--- src/rtl/m_trap_csr_unit.sv ---
`default_nettype none
// ============================================================================
//  Module   : m_trap_csr_unit
//  Purpose  : Machine-mode CSR file and trap sequencer for an RV32 M-only core.
//             Holds mstatus/misa/mie/mip/mtvec/mscratch/mepc/mcause/mtval and
//             the ID CSRs, takes exceptions, interrupts and mret at commit,
//             and sends the resulting PC redirect to fetch over valid/ready.
//  Ports    : clk, rst                        - clock, sync active-high reset
//             csr_req/op/wen/addr/wdata       - CSR instruction access
//             csr_rdata, csr_illegal          - combinational read data / illegal
//             exc_valid/code/tval, cur_pc     - synchronous exception at commit
//             int_ok, irq_meip/mtip/msip      - interrupt boundary and lines
//             mret                            - mret at commit
//             redirect_valid/pc/ready         - redirect handshake to fetch
//  Revision : 1.0 - initial release
// ============================================================================
module m_trap_csr_unit #(
   parameter logic [31:0] RESET_MTVEC = 32'h0000_0000,
   parameter logic [31:0] HART_ID     = 32'd0
) (
   input  logic        clk,
   input  logic        rst,
   input  logic        csr_req,
   input  logic [1:0]  csr_op,
   input  logic        csr_wen,
   input  logic [11:0] csr_addr,
   input  logic [31:0] csr_wdata,
   output logic [31:0] csr_rdata,
   output logic        csr_illegal,
   input  logic        exc_valid,
   input  logic [4:0]  exc_code,
   input  logic [31:0] exc_tval,
   input  logic [31:0] cur_pc,
   input  logic        int_ok,
   input  logic        irq_meip,
   input  logic        irq_mtip,
   input  logic        irq_msip,
   input  logic        mret,
   output logic        redirect_valid,
   output logic [31:0] redirect_pc,
   input  logic        redirect_ready
);

   localparam logic [31:0] MISA_VAL = 32'h4000_0100;
   localparam logic [1:0]  OP_RW    = 2'b01;
   localparam logic [1:0]  OP_RS    = 2'b10;
   localparam logic [1:0]  OP_RC    = 2'b11;

   typedef enum logic [0:0] {
      IDLE     = 1'b0,
      REDIRECT = 1'b1
   } state_t;

   state_t      state;
   logic        mstatus_mie;
   logic        mstatus_mpie;
   logic [31:0] mie_en;
   logic [31:0] mtvec;
   logic [31:0] mscratch;
   logic [31:0] mepc;
   logic [31:0] mcause;
   logic [31:0] mtval;

   logic [31:0] mstatus_val;
   logic [31:0] mip_val;
   logic [31:0] pending;
   logic [31:0] read_val;
   logic        addr_hit;
   logic [31:0] wval;
   logic [4:0]  irq_code;
   logic [31:0] trap_base;
   logic [31:0] irq_target;
   logic        take_exc;
   logic        take_irq;
   logic        take_mret;
   logic        do_write;

   // MPP is hard-wired to machine mode.
   assign mstatus_val = {19'b0, 2'b11, 3'b0, mstatus_mpie, 3'b0, mstatus_mie, 3'b0};
   assign mip_val     = {20'b0, irq_meip, 3'b0, irq_mtip, 3'b0, irq_msip, 3'b0};
   assign pending     = mip_val & mie_en;

   always_comb begin
      addr_hit = 1'b1;
      read_val = 32'h0;
      case (csr_addr)
         12'h300: read_val = mstatus_val;
         12'h301: read_val = MISA_VAL;
         12'h304: read_val = mie_en;
         12'h305: read_val = mtvec;
         12'h340: read_val = mscratch;
         12'h341: read_val = mepc;
         12'h342: read_val = mcause;
         12'h343: read_val = mtval;
         12'h344: read_val = mip_val;
         12'hF11, 12'hF12, 12'hF13: read_val = 32'h0;
         12'hF14: read_val = HART_ID;
         default: addr_hit = 1'b0;
      endcase
   end

   // Address space 0xC00-0xFFF is read-only; writing it is illegal.
   assign csr_illegal = csr_req && (csr_op != 2'b00) &&
                        (!addr_hit || ((csr_addr[11:10] == 2'b11) && csr_wen));
   assign csr_rdata   = csr_illegal ? 32'h0 : read_val;

   always_comb begin
      wval = csr_wdata;
      case (csr_op)
         OP_RS:   wval = read_val | csr_wdata;
         OP_RC:   wval = read_val & ~csr_wdata;
         default: wval = csr_wdata;
      endcase
   end

   // Interrupt source priority: external, then software, then timer.
   always_comb begin
      irq_code = 5'd7;
      if (pending[11])     irq_code = 5'd11;
      else if (pending[3]) irq_code = 5'd3;
   end

   assign trap_base  = {mtvec[31:2], 2'b00};
   assign irq_target = (mtvec[1:0] == 2'b01) ? trap_base + {25'b0, irq_code, 2'b00}
                                             : trap_base;

   assign take_exc  = (state == IDLE) && exc_valid;
   assign take_irq  = (state == IDLE) && !exc_valid && int_ok && mstatus_mie && (|pending);
   assign take_mret = (state == IDLE) && !exc_valid && !take_irq && mret;
   assign do_write  = (state == IDLE) && csr_req && (csr_op != 2'b00) && csr_wen &&
                      !csr_illegal && !exc_valid && !take_irq && !mret;

   always_ff @(posedge clk) begin
      if (rst) begin
         state          <= IDLE;
         mstatus_mie    <= 1'b0;
         mstatus_mpie   <= 1'b0;
         mie_en         <= 32'h0;
         mtvec          <= RESET_MTVEC;
         mscratch       <= 32'h0;
         mepc           <= 32'h0;
         mcause         <= 32'h0;
         mtval          <= 32'h0;
         redirect_valid <= 1'b0;
         redirect_pc    <= 32'h0;
      end else begin
         case (state)
            IDLE: begin
               if (take_exc) begin
                  mcause         <= {27'b0, exc_code};
                  mtval          <= exc_tval;
                  mepc           <= cur_pc & ~32'h3;
                  mstatus_mpie   <= mstatus_mie;
                  mstatus_mie    <= 1'b0;
                  redirect_pc    <= trap_base;
                  redirect_valid <= 1'b1;
                  state          <= REDIRECT;
               end else if (take_irq) begin
                  mcause         <= {1'b1, 26'b0, irq_code};
                  mtval          <= 32'h0;
                  mepc           <= cur_pc & ~32'h3;
                  mstatus_mpie   <= mstatus_mie;
                  mstatus_mie    <= 1'b0;
                  redirect_pc    <= irq_target;
                  redirect_valid <= 1'b1;
                  state          <= REDIRECT;
               end else if (take_mret) begin
                  mstatus_mie    <= mstatus_mpie;
                  mstatus_mpie   <= 1'b1;
                  redirect_pc    <= mepc;
                  redirect_valid <= 1'b1;
                  state          <= REDIRECT;
               end else if (do_write) begin
                  case (csr_addr)
                     12'h300: begin
                        mstatus_mie  <= wval[3];
                        mstatus_mpie <= wval[7];
                     end
                     12'h304: mie_en <= wval & 32'h0000_0888;
                     // Reserved MODE encodings leave the current MODE in place.
                     12'h305: mtvec <= wval[1] ? {wval[31:2], mtvec[1:0]} : wval;
                     12'h340: mscratch <= wval;
                     12'h341: mepc <= wval & ~32'h3;
                     12'h342: mcause <= wval & 32'h8000_000F;
                     12'h343: mtval <= wval;
                     default: ;
                  endcase
               end
            end
            REDIRECT: begin
               if (redirect_ready) begin
                  redirect_valid <= 1'b0;
                  state          <= IDLE;
               end
            end
            default: state <= IDLE;
         endcase
      end
   end

endmodule
`default_nettype wire
--- config.mk ---
export PLATFORM = sky130hd
export DESIGN_NAME = m_trap_csr_unit
export DESIGN_NICKNAME = d
export VERILOG_FILES = /design/src/rtl/m_trap_csr_unit.sv
export SDC_FILE = /design/constraint.sdc
export NUM_CORES = 1
export LEC_CHECK = 0
export BUFFER_PORTS_ARGS = -buffer_cell sky130_fd_sc_hd__buf_2
export CAP_MARGIN = 30
export CORE_MARGIN = 5
export CORE_UTILIZATION = 51
export DETAILED_ROUTE_END_ITERATION = 6
export HOLD_SLACK_MARGIN = 0.15
export PLACE_DENSITY = 0.75
export REMOVE_ABC_BUFFERS = 1
export SKIP_CTS_REPAIR_TIMING = 1
export SLEW_MARGIN = 20
export SYNTH_ARGS = -nofsm -noshare
export SYNTH_HDL_FRONTEND = slang
export SYNTH_SLANG_ARGS = --single-unit
--- constraint.sdc ---
create_clock -name clk -period 2.2 [get_ports clk]
set_input_delay 0.11 -clock clk [delete_from_list [all_inputs] [get_ports clk]]
set_output_delay 0.11 -clock clk [all_outputs]
set_load 0.05 [all_outputs]
; After elaboration in Yosys (flattened, before gate mapping)
; Cells that the tools add are included.
[totals]
reg_bits = 198
wordCells = 129
inputBits = 126
output_inout_bits = 66
[op_classes]
n_reduce_logical = 43
muxes = 45
eq_ne = 19
add_sub_neg = 1
bitwise = 9
[ops]
columns = op, n
row1 = 2-to-1 mux 32 bit, 20
row2 = case mux 32 bit (9 select lines), 1
row3 = equality test 12 x 10 -> 1 bit (second input constant), 9
row4 = case mux 32 bit (2 select lines), 1
row5 = equality test 12 bit (second input constant), 4
row6 = adder 32 x 7 -> 32 bit, 1
row7 = bitwise AND 32 bit, 1
row8 = NOT 32 bit, 1
row9 = bitwise OR 32 bit, 1
row10 = OR reduction 32 bit, 1
row11 = 2-to-1 mux 1 bit, 19
row12 = AND reduction 6 bit, 3
row13 = logical AND 1 bit, 17
row14 = nonzero test 3 bit, 5
row15 = OR reduction 13 bit, 1
row16 = bitwise AND 12 bit, 1
row17 = AND reduction 4 bit, 3
row18 = nonzero test 4 bit, 2
row19 = AND reduction 7 bit, 1
row20 = equality test 2 bit (second input constant), 3
row21 = zero test 1 bit, 5
row22 = NOT 1 bit, 5
row23 = 2-to-1 mux 4 bit, 1
row24 = inequality test 4 bit (second input constant), 1
row25 = other kinds (8), 10

; Longest topological paths before layout
[logic_depth]
word_depth = 15
ltp_mapped = 11
depth_no_buf = 10

; Worst setup path before layout
; Ideal clock, no wire load.
[synth_path]
path_type = input port to flip-flop
startpoint = input csr_addr[1]
endpoint = register mtval[30]
path_buffers = 3
cell_stages = 8
required_time_ps = 2120
arrival_time_ps = 2986
slack_ps = -866
path_cell_list = clkbuf_1 > or4_1 > clkbuf_1 > or3_1 > clkbuf_1 > o21ai_0 > a211oi_1 > nor3_1
[synth_between]
elab_chain_len = 13
word_cells_on_any_way = 35
classes_between = eq/ne: 13 / mux: 8 / bitwise: 2 / reduce/logical: 12
[synth_lines]
columns = element, line
row1 = start: declaration, 26  ; input logic [11:0] csr_addr,
row2 = "equality test 12 x 10 -> 1 bit, or another cell as far along", "86, 174"
row3 = OR reduction 13 bit (no source line), n/a
row4 = 2-to-1 mux 1 bit, 86  ; case (csr_addr)
row5 = zero test 1 bit, 104  ; (!addr_hit || ((csr_addr[11:10] == 2'b11) && csr_wen));
row6 = logical OR 1 bit, 104
row7 = logical AND 1 bit, 103  ; assign csr_illegal = csr_req && (csr_op != 2'b00) &&
row8 = zero test 1 bit, 131  ; !csr_illegal && !exc_valid && !take_irq && !mret;
row9 = logical AND 1 bit, 130  ; assign do_write = (state == IDLE) && csr_req && (csr_op != 2'b00) && csr_wen &&
row10 = logical AND 1 bit (3 in series), 131
row11 = nonzero test 3 bit (no source line), n/a
row12 = AND reduction 4 bit (no source line), n/a
row13 = end signal: assignment, 151  ; mtval <= exc_tval;
row14 = end signal: assignment, 185  ; 12'h343: mtval <= wval;
row15 = end: declaration, 62  ; logic [31:0] mtval;
; Several ways; a longest one is shown, not always the timed one. The select of a mux whose other input is x is not followed.
; A chain may end at the register's enable or synchronous reset.

; Final worst setup path
[layout_path]
startpoint = register state
endpoint = register redirect_pc[6]
[layout_between]
elab_chain_len = 10
word_cells_on_any_way = 13
classes_between = mux: 2 / bitwise: 1 / reduce/logical: 10
[layout_lines]
columns = element, line
row1 = start: declaration, 54  ; state_t state;
row2 = start signal: assignment, 135  ; state <= IDLE;
row3 = start signal: assignment, 157  ; state <= REDIRECT;
row4 = start signal: assignment, 166  ; state <= REDIRECT;
row5 = NOT 1 bit (no source line) *, n/a
row6 = logical AND 1 bit, "128, 129"
row7 = logical AND 1 bit (3 in series), 128  ; assign take_irq = (state == IDLE) && !exc_valid && int_ok && mstatus_mie && (|pending);
row8 = zero test 1 bit, 129  ; assign take_mret = (state == IDLE) && !exc_valid && !take_irq && mret;
row9 = logical AND 1 bit (2 in series), 129
row10 = nonzero test 3 bit (no source line), n/a
row11 = AND reduction 2 bit (no source line), n/a
row12 = end signal: assignment, 155  ; redirect_pc <= trap_base;
row13 = end signal: assignment, 164  ; redirect_pc <= irq_target;
row14 = end signal: assignment, 170  ; redirect_pc <= mepc;
row15 = end: declaration, 40  ; output logic [31:0] redirect_pc,
; Every way passes the cells marked *; elsewhere a longest branch is shown, timed or not.

==> qor.csv <==
stage,metric,value,unit
cells_and_area,finalCoreUtilization,77.7,%
power,switchingPower,2.56,mW
logic_synthesis,yosysWarnings,0,
route,wl_per_cell,24.1,um
placed_design,dp_hpwl,30500,um
route,dr.pass1.iters,7,
cells_and_area,postLayoutCellArea,0.0150,mm2
worst_setup_path,criticalPathCategory,reg -> reg,
route,via_per_inst,6.58,
logic_synthesis,synth_top_family_by_area,compound AO/OA/AOI/OAI gates,
cts,cts.clk_slew.worst_paths,0.08,ns
placed_design,place_ws,-0.128,ns
die,boundaryPins,192,
sta,fin_setup_tns,-0.338,ns
route,routed_wl,47500,um
die,fp.dieH,150,um
cts,cts_root_buf,clkbuf_16,
placed_design,portBuffers,187,
power,power_frac_clock,37.7,%
logic_synthesis,avgSynthCellArea,7.76,um2
sta,fin_ws,-0.0949,ns
placed_design,dp_cells,1817,
cts,cts_tree,done,
power,seqPwrFrac,41.5,%
global_route,grt_pass1_vias,11400,
logic_synthesis,synthMuxAreaShare,4.67,%
cts,cts.sinks,168,
min_path,hp-class,in -> reg,
logic_synthesis,yosysSeqAreaShare,33.7,%
sta,setup_viol,9,
sta,whs,0.0959,ns
die,start_util,51.6,%
worst_setup_path,path_delay_family,simple AND/OR/NAND/NOR gates,
power,irDropWorstVdd,506,uV
global_route,grt.total_usage,36.3,%
cells_and_area,n_antenna_cell,0,
worst_setup_path,worst_ep_arrival_time,2.64,ns
cells_and_area,area_delta_synth_final,50.8,%
logic_synthesis,yosys.cell_types.count,75,
status,outcome,finished with violations,
run,max_cap_viol_count,0,
logic_synthesis,synth_fa_ha_area_share,0.377,%
cells_and_area,nets,1825,
logic_synthesis,synth_edf_count,0,
power,power.total,7.94,mW
power,p_per_area,528,mW/mm2
sta,skew,0.0143,ns
global_route,overflow,0,
route,drtIter0Drc,1689,
cts,cts_htree_levels,4,
global_route,grt_max_degree,41,
die,die-area,0.0224,mm2
placed_design,post_dp_cell_area,0.0125,mm2
route,drcViolationCount,0,
worst_setup_path,worstPathCellList,nand4bb_2 -> nor2_2 -> buf_6 -> nand2_1 -> a211oi_1 -> a21oi_1 -> a211oi_1,
worst_setup_path,crit_buf_inv,1,
worst_setup_path,critPathCaptureType,flop,
worst_setup_path,worst_path_max_delay_cell,dfxtp_1,
placed_design,place.gp.congestion,1.01,
logic_synthesis,synthFlopType,dfxtp_1,
cts,numCtsBuffers,17,
cells_and_area,fillers,1351,
global_route,antenna_found_initial,0,
logic_synthesis,synth-seq-cells,168,
logic_synthesis,async_reset_ff_share,0,%
cts,ctsLongestPathBuffers,2,
sta,rsz0062_at_grt,yes,
power,p_leak,6.08,nW
logic_synthesis,syn-cell-area,0.00997,mm2
cells_and_area,drive_gt1_share,33.9,%
logic_synthesis,syn_inst,1285,
worst_setup_path,timing.critical_path.mode_cell,a211oi_1,
worst_setup_path,crit_fanout,22,
logic_synthesis,synth-compound-area-share,29.2,%
power,power_frac_comb,20.8,%
power,swShare,32.3,%
sta,drv_slew,0,
worst_setup_path,r2r_slack,-0.09,ns
logic_synthesis,synth_xor_area_share,1.58,%
sta,fin_crit_sh,104,%
die,die_width,150,um
global_route,grt_pass1_wl,63400,um
power,internal_power,5.37,mW
cts,worstSkewPairLatency,0.44,ns
sta,hold_viol,0,
status,violations,negative setup slack,
sta,max_freq,0.436,GHz
worst_setup_path,worst_setup_path_start_kind,flop,
cells_and_area,stdcell_count,1974,
route,vias,13000,
worst_setup_path,max_stage_delay,0.35,ns
logic_synthesis,synthSimpleGateAreaFrac,25.0,%
worst_setup_path,cp.required,2.55,ns
sta,period_minus_slack,2.29,ns
cells_and_area,multi_input_area,0.00662,mm2
cells_and_area,register_area,0.00337,mm2
die,rows,51,
die,coreArea,0.0193,mm2
route,antenna_left,0,
-- flip-flops by register name (all words and copies together), names as in the netlist --
name / cells
mscratch: 32
mtval: 32
mtvec: 31
mepc: 30
redirect_pc: 30
mcause: 6
mie_en: 3
mstatus_mie: 1
mstatus_mpie: 1
redirect_valid: 1
state: 1
-- synth_stat cells, drive strengths merged, types with 5 or more instances --
cell / instances / area [um2]
and2: 5 / 31.3
nand2b: 9 / 56.3
a22oi: 8 / 60.1
o22ai: 14 / 87.6
mux2i: 42 / 420
nor4: 13 / 81.3
or3: 7 / 43.8
a2111oi: 13 / 158
buf: 26 / 131
a311oi: 5 / 43.8
nor2b: 7 / 43.8
xnor2: 16 / 140
nor2: 224 / 846
a21oi: 74 / 370
o2111ai: 5 / 43.8
a221oi: 36 / 315
clkbuf: 97 / 364
and3: 11 / 68.8
o21a: 5 / 37.5
a31oi: 8 / 50.1
o31ai: 6 / 45.0
inv: 10 / 37.5
o211a: 15 / 150
o311ai: 15 / 131
nand3b: 16 / 120
dfxtp: 168 / 3360
a2bb2oi: 10 / 87.6
o31a: 22 / 193
nand2: 94 / 353
nand4: 13 / 81.3
nand3: 39 / 195
nor3: 44 / 220
a211oi: 78 / 586
nand4b: 15 / 131
o21ai: 41 / 205
-- metal layers --
metal	vias to the layer above	track usage, %	wire, um
li1	5663	-	-
met1	5993	47.6	17600
met2	1064	59.2	21100
met3	278	6.72	5570
met4	0	14.5	3240
met5	-	0	0
-- worst paths after layout --
kind,from,to,depth (start not counted)
setup / recovery,state,redirect_pc[6],7
hold / removal,exc_tval[8],mtval[8],5
setup reg to reg,state,redirect_pc[6],7
hold reg to reg,redirect_pc[4],redirect_pc[4],2
-- power by group through the flow --
stage,logic [mW],clock network [mW],registers (mW)
global route,1.74,3.10,3.30
detailed placement,1.39,0,3.35
floorplan,0.560,0,3.48
global placement,1.38,0,3.35
finish,1.65,3.00,3.29
CTS,1.40,2.98,3.28
-- layout make-up --
| class | count | share of cell area, % |
|---|---|---|
| Timing Repair Buffer | 513 | 27.3 |
| Clock buffer | 18 | 2.92 |
| Clock inverter | 14 | 0.849 |
| Multi-Input combinational cell | 986 | 44.0 |
| Sequential cell | 168 | 22.4 |
| Tap cell | 265 | 2.21 |
| Inverter | 10 | 0.250 |
-- placed cells by master (no fill, tap or decap), types with 20 or more instances in the layout --
cell / count
buf_4: 202
a211oi_1: 47
nand2_1: 92
nand3_1: 36
nor2_1: 210
dfxtp_1: 166
nor3_1: 41
o21ai_0: 36
a21oi_1: 71
buf_12: 20
o31a_1: 22
mux2i_1: 42
a211oi_2: 31
dlygate4sd3_1: 79
clkbuf_16: 27
buf_2: 182
a221oi_1: 31
-- worst reg2reg max path, stage by stage (launching register included) --
cell	delay [ns]
dfxtp_1	0.35
nand4bb_2	0.32
nor2_2	0.32
buf_6	0.32
nand2_1	0.26
a211oi_1	0.34
a21oi_1	0.09
a211oi_1	0.22
-- cells by family after synthesis --
group           after synthesis
simple gates                522
compound gates              394
flops                       168
buf+inv                     133
mux                          46
xor+xnor                     18
fa+ha+maj                     3
other cells                   1
Power figures use the tool's default switching activity.
